$ cat src/rtl/fifo_pkg.sv
// Shared constants and helpers for the asynchronous FIFO and its read-side packer.
package fifo_pkg;

  localparam int DSIZE_DEF   = 32;
  localparam int RATIO_DEF   = 4;
  localparam int TIMEOUT_DEF = 16;

  // Width that can hold a word count of 0..ratio inclusive.
  function automatic int cnt_width(input int ratio);
    return $clog2(ratio + 1);
  endfunction

endpackage

$ cat src/rtl/fifo_rd_idle_timer.sv
// Saturating idle counter: counts enabled cycles up to TIMEOUT and flags expiry.
module fifo_rd_idle_timer #(
  parameter int TIMEOUT = 16
) (
  input  logic rclk,
  input  logic rrst,
  input  logic clr,
  input  logic en,
  output logic expire
);

  localparam int TW = $clog2(TIMEOUT + 1);

  logic [TW-1:0] idle;

  // NOTE: state registers use non-blocking (<=) so every flop samples pre-edge values.
  always_ff @(posedge rclk or posedge rrst) begin
    if (rrst) begin
      idle <= '0;
    end else if (clr) begin
      idle <= '0;
    end else if (en && idle != TW'(TIMEOUT)) begin
      idle <= idle + TW'(1);
    end
  end

  assign expire = (idle == TW'(TIMEOUT));

endmodule

$ cat src/rtl/fifo_rd_pack.sv
// Read-side packer: pops RATIO FIFO words and presents them as one wide valid/ready word.
// Define FIFO_RD_PACK_TIMEOUT_EN to flush partial words after TIMEOUT idle cycles.
module fifo_rd_pack
  import fifo_pkg::*;
#(
  parameter int DSIZE = DSIZE_DEF,
  parameter int RATIO = RATIO_DEF,
`ifdef FIFO_RD_PACK_TIMEOUT_EN
  parameter int TIMEOUT = TIMEOUT_DEF,
`endif
  parameter int CW = cnt_width(RATIO)
) (
  input  logic                   rclk,
  input  logic                   rrst,
  input  logic                   rempty,
  input  logic [DSIZE-1:0]       rdata,
  output logic                   rinc,
  output logic                   m_valid,
  input  logic                   m_ready,
  output logic [DSIZE*RATIO-1:0] m_data,
  output logic [CW-1:0]          m_count
);

  localparam int LW = $clog2(RATIO);
  localparam int WW = DSIZE * RATIO;

  logic [LW-1:0]    cnt;
  logic [DSIZE-1:0] lane [RATIO-1];
  logic             out_free;
  logic             last;
  logic             complete;
  logic [WW-1:0]    full_word;

  assign out_free = !m_valid || m_ready;
  assign last     = (cnt == LW'(RATIO - 1));
  // The completing pop needs somewhere to go; earlier lanes fill regardless of the sink.
  assign rinc     = !rempty && (!last || out_free);
  assign complete = rinc && last;

  // NOTE: every always_comb output gets a default first so no path can infer a latch.
  always_comb begin
    full_word = '0;
    for (int i = 0; i < RATIO - 1; i++) begin
      full_word[i*DSIZE +: DSIZE] = lane[i];
    end
    full_word[WW-1 -: DSIZE] = rdata;
  end

`ifdef FIFO_RD_PACK_TIMEOUT_EN
  logic          expire;
  logic          flush;
  logic [WW-1:0] part_word;

  // A pop always wins over a pending flush; the pop then clears the idle count.
  assign flush = expire && out_free && !rinc;

  fifo_rd_idle_timer #(
    .TIMEOUT (TIMEOUT)
  ) u_idle_timer (
    .rclk   (rclk),
    .rrst   (rrst),
    .clr    (rinc || cnt == '0 || flush),
    .en     (cnt != '0),
    .expire (expire)
  );

  // Lanes at or above cnt hold stale data from an earlier word and must read as zero.
  always_comb begin
    part_word = '0;
    for (int i = 0; i < RATIO - 1; i++) begin
      if (LW'(i) < cnt) part_word[i*DSIZE +: DSIZE] = lane[i];
    end
  end
`endif

  // NOTE: the lane array is small flop storage with defined reset contents, so it is reset too.
  always_ff @(posedge rclk or posedge rrst) begin
    if (rrst) begin
      cnt     <= '0;
      m_valid <= 1'b0;
      m_data  <= '0;
      m_count <= '0;
      for (int i = 0; i < RATIO - 1; i++) lane[i] <= '0;
    end else begin
      if (m_valid && m_ready) m_valid <= 1'b0;
      if (complete) begin
        m_valid <= 1'b1;
        m_data  <= full_word;
        m_count <= CW'(RATIO);
        cnt     <= '0;
      end else if (rinc) begin
        for (int i = 0; i < RATIO - 1; i++) begin
          if (cnt == LW'(i)) lane[i] <= rdata;
        end
        cnt <= cnt + LW'(1);
      end
`ifdef FIFO_RD_PACK_TIMEOUT_EN
      else if (flush) begin
        m_valid <= 1'b1;
        m_data  <= part_word;
        m_count <= CW'(cnt);
        cnt     <= '0;
      end
`endif
    end
  end

endmodule

$ cat config.mk
export PLATFORM = sky130hd
export DESIGN_NAME = fifo_rd_pack
export DESIGN_NICKNAME = d
export VERILOG_FILES = /design/src/rtl/fifo_pkg.sv /design/src/rtl/fifo_rd_idle_timer.sv /design/src/rtl/fifo_rd_pack.sv
export SDC_FILE = /design/constraint.sdc
export NUM_CORES = 1
export LEC_CHECK = 0
export ABC_AREA = 0
export CAP_MARGIN = 10
export CORE_MARGIN = 3
export CORE_UTILIZATION = 52
export DETAILED_ROUTE_END_ITERATION = 12
export GPL_ROUTABILITY_DRIVEN = 0
export PLACE_DENSITY = 0.8
export SLEW_MARGIN = 10
export SYNTH_ARGS = -nofsm -noshare
export SYNTH_HDL_FRONTEND = slang
export SYNTH_HIERARCHICAL = 1
export SYNTH_SLANG_ARGS = --single-unit
$ cat constraint.sdc
create_clock -name rclk -period 8.85 [get_ports rclk]
set_input_delay 1.3275 -clock rclk [delete_from_list [all_inputs] [get_ports rclk]]
set_output_delay 1.3275 -clock rclk [all_outputs]
set_load 0.02 [all_outputs]
# == After elaboration in Yosys (flattened, before gate mapping) ==
# Cells that the tools add are included.
# word_totals
ff_bits,228
output_inout_bits,133
elab_cells,30
# op_classes
addsub,1
eq_ne,3
mux,4
n_bitwise,1
n_reduce_logical,14
# ops
cell,n
AND reduction 3 bit,3
"== test 2 bit, second input constant",2
two-way mux 2 bit,2
nonzero test 2 bit,2
logical AND 1 bit,3
logical NOT 1 bit,3
"adder 2 x 1 -> 2 bit, second input constant",1
"== test 2 x 1 -> 1 bit, second input constant",1
logical NOT 2 bit,1
logical OR 1 bit,2
two-way mux 1 bit,2
inverter 1 bit,1

# == Depth between registers and ports, before layout ==
# Gate-level depths: netlist of the first run.
# depth
ltp_word,7
ltp_mapped,6

# == Worst setup path after synthesis of the first run ==
# Ideal clock, no wire load.
# synth_timing
path_kind,input-to-output
start,in m_ready
end,out rinc
arrival_time_ns,1.808
slack_ns,5.715
path_stages,2
n_path_buf,0
cell_sequence,nor2b_4 > a21oi_1
# synth_between
elab_chain_len,3
# synth_rtl
element,line,source
from (decl),fifo_rd_pack.sv:19,"input logic m_ready,"
logical OR 1 bit,fifo_rd_pack.sv:34,assign out_free = !m_valid || m_ready;
logical OR 1 bit,fifo_rd_pack.sv:37,assign rinc = !rempty && (!last || out_free);
logical AND 1 bit,fifo_rd_pack.sv:37,
to (decl),fifo_rd_pack.sv:17,"output logic rinc,"
# No other way between the ends.

# == Worst setup path after layout of the first run ==
# Ends and elaborated chain as after synthesis.

==> results.toml, run 1 <==
[worst_setup_path]
critical_path.cell_chain = "clkdlybuf4s50_1 > nor2b_4 > a21oi_1 > clkdlybuf4s50_1"
cp-end-kind = "primary output"
arrival_ps = 2960
crit_required_ps = 7520
worstSetupPathType = "input port to primary output"
cpMaxStageDelayCell = "clkdlybuf4s50_1"
path_buf_inv = 2
critPathMaxStageDelay_ps = 720
path_max_fanout = 3
path_delay_family = "buffers and inverters"
critPathLaunchType = "input port"
crit_path_frequent_cell = "clkdlybuf4s50_1"

[floorplanning]
initial_core_util = 0.540
ios = 169
coreArea_sq_um = 16100
die_y_um = 135
rows = 46
dieArea_sq_um = 18300
die-width_um = 135

[global_route]
grt_start_max_net_pins = 154
gr-total-overflow = 0
grtUsageTotal = 0.184
grt_pass1_wl_mm = 27.1
top_usage_layer = "met2"
antenna_found_initial = 0
grt_util_met2 = 0.316
grt_use_met1 = 0.238
grtUsageMet3 = 0.0461
first_global_vias = 5111

[timing]
worst_pin_slew_ps = 1010
fin_crit_sh = 0.484
fin_crit_ps = 4280
relSlewSlack = 0.323
setup_tns_ps = 0
fin_ws_ps = 4570
fmax_ghz = 0.233
fin_skew_ps = 16.8
rsz0062_at_grt = "no"
setup_viol = 0
finalMaxSlewViolations = 0
hold_viol = 0

[clocking]
cts_hold_buf = 0
clk_latency_ps = 510
post_cts_buffers = 0
cts_buffers = 24
cts-root-buf = "clkbuf_16"
htree_levels = 1
cts_tree = "yes"
cts.repair.resized = 0
path_clk_slew_ps = 60
clockBufferDepth = 3
cts.sink_count = 228

[routing]
drc = 0
drt-wirelength-per-cell_um = 18.6
wirelength_mm = 16.7
via_count = 4680
first_pass_iters = 5
ant_nets = 0
drt-initial-drc-count = 164
viasPerCell = 5.21

[logic_synthesis]
synth_cells = 501
synth_area_sq_um = 8700
ys_warn_count = 6
avgSynthCellArea_sq_um = 17.4
ys_seq_elements = 228
seq_area_frac_synth = 0.656
ys_types = 21

[power_and_ir_drop]
irDropWorstVdd_mv = 0.260
p_leak_uw = 0.00470
p_per_area_nw_per_um2 = 419

[cells_and_area]
area_growth_pct = 27.5
num-nets-final = 709
drive_gt1_frac = 0.389
stdcell_count = 898
num_antenna_cells = 0
final_core_util = 0.688

[worst_hold_path]
hold_class = "register to register"

[outcome]
run_status = "finished clean"

[placed_design]
port_buffers = 166
hpwl_mm = 10.9
dp_slack_ps = 4340
placed_cells = 859

[job]
drv_cap = 0
-- sequential cells by signal (all words and copies together) (netlist names) --
name and flops:
m_data 128, full_word 96, m_count 1, m_valid 1, cnt 2
-- layer usage --
metal / vias up / share of wire
met4: 0 / 0.020
met2: 128 / 0.50
met3: 23 / 0.060
li1: 2086 / -
met1: 2443 / 0.42
met5: - / 0
-- Yosys cell counts --
cell type,count,area [sq um]
nor2_4,1,11.3
clkbuf_8,2,27.5
conb_1,1,3.75
or2_2,1,6.26
dfrtp_1,228,5710
a21oi_1,2,10.0
buf_6,20,225
nand2b_1,1,6.26
or2b_1,1,7.51
nor2b_4,1,13.8
mux2_2,216,2430
buf_2,2,10.0
inv_1,3,11.3
mux2_4,7,105
nor2_2,1,6.26
ha_1,4,50.1
buf_4,2,15.0
and2_1,3,18.8
nor2_1,1,3.75
mux2_1,2,22.5
clkbuf_2,2,10.0
-- area by class of cell --
cell class | instances | area [sq um]
Timing Repair Buffer | 169 | 1680
Sequential cell | 228 | 5710
Clock buffer | 34 | 669
Inverter | 3 | 18.8
Fill cell | 1084 | 5020
Clock inverter | 5 | 38.8
Tap cell | 216 | 270
Multi-Input combinational cell | 243 | 2710
-- placed cells by master, fill, tap and decap left out, types with 2 or more instances in the layout --
cell type,count
and2_2,3
a21oi_1,2
ha_1,4
mux2_1,2
inv_1,2
conb_1,2
clkdlybuf4s50_1,166
mux2_2,216
buf_4,3
clkbuf_1,8
clkinv_2,3
dfrtp_1,228
clkbuf_16,25
mux2_4,7
-- power by group --
group | leakage, uW | internal (uW) | switching (uW) | total, uW
Sequential | 0.00272 | 1580 | 282 | 1860
Clock | 0.000343 | 525 | 379 | 904
Combinational | 0.00163 | 1060 | 824 | 1880
Total | 0.00470 | 3160 | 1480 | 4640
-- cell families after synthesis --
logic type	synth area share
AO/OA/AOI/OAI	0.00115
adder cells (fa/ha/maj)	0.00575
buffers and inverters	0.0344
flip-flops	0.656
multiplexers	0.294
other	0.000431
AND/OR/NAND/NOR	0.00848
-- through the flow --
step	area, sq um	hold slack [ps]	power, uW
global route	11100	515	4900
detailed placement	10400	479	3780
floorplan	8710	452	2980
global placement	10400	455	3700
CTS	11100	492	4710
finish	11100	486	4640
-- final timing paths --
path	start	end	slack, ps	cells after the start
setup / recovery	m_ready	rinc	4570	4
hold / removal	m_count[2]	m_count[2]	490	1
setup reg to reg	cnt[0]	m_data[106]	5500	6
hold reg to reg	m_count[2]	m_count[2]	490	1
max in group asynchronous	rrst	m_data[41]	5800	3
min in group asynchronous	rrst	m_data[74]	1450	2
No activity file was read; power rests on OpenSTA's default activity.
==> run 2: changes to the inputs <==
Clock period 8.85 ns to 3.95 ns, I/O delays scaled along.
==> run 2 against run 1 <==
Via count hardly changed. Utilization is 1.4 points higher. Combinational power is 130% higher. Worst setup slack worse by 3400 ps. Clock-buffer cell count is 7 lower. Flip-flop and latch count stayed put. Non-clock buffer count is 4 higher. Sequential share of layout area is 0.99 points lower. Hold slack better by 3.7 ps. Cell count is 0.78% higher. Largest power group unchanged. Highest routed layer unchanged.
==> results.toml, run 2 (synthesized netlist as in run 1, its figures left out) <==
[outcome]
run_status = "finished clean"

[clocking]
clockBufferDepth = 3
cts-root-buf = "clkbuf_16"
cts_tree = "yes"
htree_levels = 1
cts_hold_buf = 0
cts_buffers = 23
post_cts_buffers = 0
path_clk_slew_ps = 60
clk_latency_ps = 500
cts.repair.resized = 0
cts.sink_count = 228

[worst_setup_path]
path_max_fanout = 3
cp-end-kind = "primary output"
critPathLaunchType = "input port"
worstSetupPathType = "input port to primary output"
crit_required_ps = 3360
arrival_ps = 2150

[timing]
hold_viol = 0
fin_crit_ps = 2740
whs_ps = 490
setup_viol = 0
setup_tns_ps = 0
finalMaxSlewViolations = 0
worst_pin_slew_ps = 1020
fin_crit_sh = 0.694
fin_skew_ps = 11.0
relSlewSlack = 0.318
rsz0062_at_grt = "no"
fmax_ghz = 0.365

[global_route]
top_usage_layer = "met2"
grtUsageMet3 = 0.0449
antenna_found_initial = 0
grt_start_max_net_pins = 102
grt_pass1_wl_mm = 28.4
grt_util_met2 = 0.324
first_global_vias = 5209
grt_use_met1 = 0.260
grtUsageTotal = 0.194
gr-total-overflow = 0

[cells_and_area]
layout_commonest_cell = "dfrtp_1"
top_register = "m_data"
area_growth_pct = 30.0
final_core_util = 0.702
num_antenna_cells = 0
drive_gt1_frac = 0.405
fillers = 1090
layout_common_cells = "dfrtp_1 (228), mux2_2 (216), clkdlybuf4s50_1 (166)"
num-nets-final = 712
postLayoutCellArea_sq_um = 11300
largest_reg_flops = 128

[floorplanning]
ios = 169
initial_core_util = 0.540
rows = 46
die_y_um = 135
coreArea_sq_um = 16100
die-width_um = 135
dieArea_sq_um = 18300

[power_and_ir_drop]
irDropWorstVdd_mv = 0.674
p_leak_uw = 0.00479
p_per_area_nw_per_um2 = 950

[routing]
first_pass_iters = 4
drc = 0
wirelength_mm = 17.1
ant_nets = 0
viasPerCell = 5.17
via_count = 4676
drt-initial-drc-count = 125
drt-wirelength-per-cell_um = 18.9

[placed_design]
hpwl_mm = 11.1
port_buffers = 166
place_area_sq_um = 10500

[worst_hold_path]
hold_class = "register to register"

[job]
drv_cap = 0
-- run 2: changes by cell type in the layout (fill, tap and decap cells not counted), sizes merged --
cell      change
clkinvlp      +2
bufinv        +4
clkinv        +4
buf           +4
clkbuf        -7
-- run 2: worst max-delay path: stages --
cell,delay [ps]
clkdlybuf4s50_1,540
nor2b_4,70
a21oi_1,250
clkdlybuf4s50_1,700
-- run 2: layer usage --
| layer | wire (um) | part of all wire |
|---|---|---|
| met1 | 7210 | 0.42 |
| met2 | 8540 | 0.50 |
| met3 | 1050 | 0.061 |
| met4 | 332 | 0.019 |
| met5 | 0 | 0 |
-- run 2: power breakdown --
part	total (uW)	switching, uW	leakage [uW]	internal [uW]
Combinational	4290	1870	0.00167	2410
Sequential	4170	638	0.00272	3530
Clock	2280	889	0.000399	1390
Total	10700	3400	0.00479	7340
-- run 2: cell type report --
cell class	instances	area [sq um]	area share
sequential	228	5710	0.504
multi-input combinational	243	2710	0.239
timing repair buffer	173	1800	0.159
clock buffer	27	621	0.0549
tap	216	270	0.0239
clock inverter	15	191	0.0169
inverter	3	15.0	0.00133
-- run 2: per-stage QoR --
stage | cells | setup WS [ps] | total power (uW)
2_1_floorplan | 502 | 378 | 6680
3_3_place_gp | 863 | 1170 | 8340
3_5_place_dp | 863 | 1180 | 8540
4_1_cts | 905 | 1170 | 10900
5_1_grt | 905 | 1080 | 11300
6_report | 905 | 1210 | 10700
-- run 2: final timing paths --
path	from	slack, ps	to	depth (start not counted)
min in group asynchronous	rrst	550	m_data[64]	2
max in group asynchronous	rrst	2460	m_data[47]	3
hold reg to reg	m_count[2]	490	m_count[2]	1
setup reg to reg	cnt[0]	1690	full_word[43]	4
setup / recovery	m_ready	1210	rinc	4
hold / removal	m_count[2]	490	m_count[2]	1
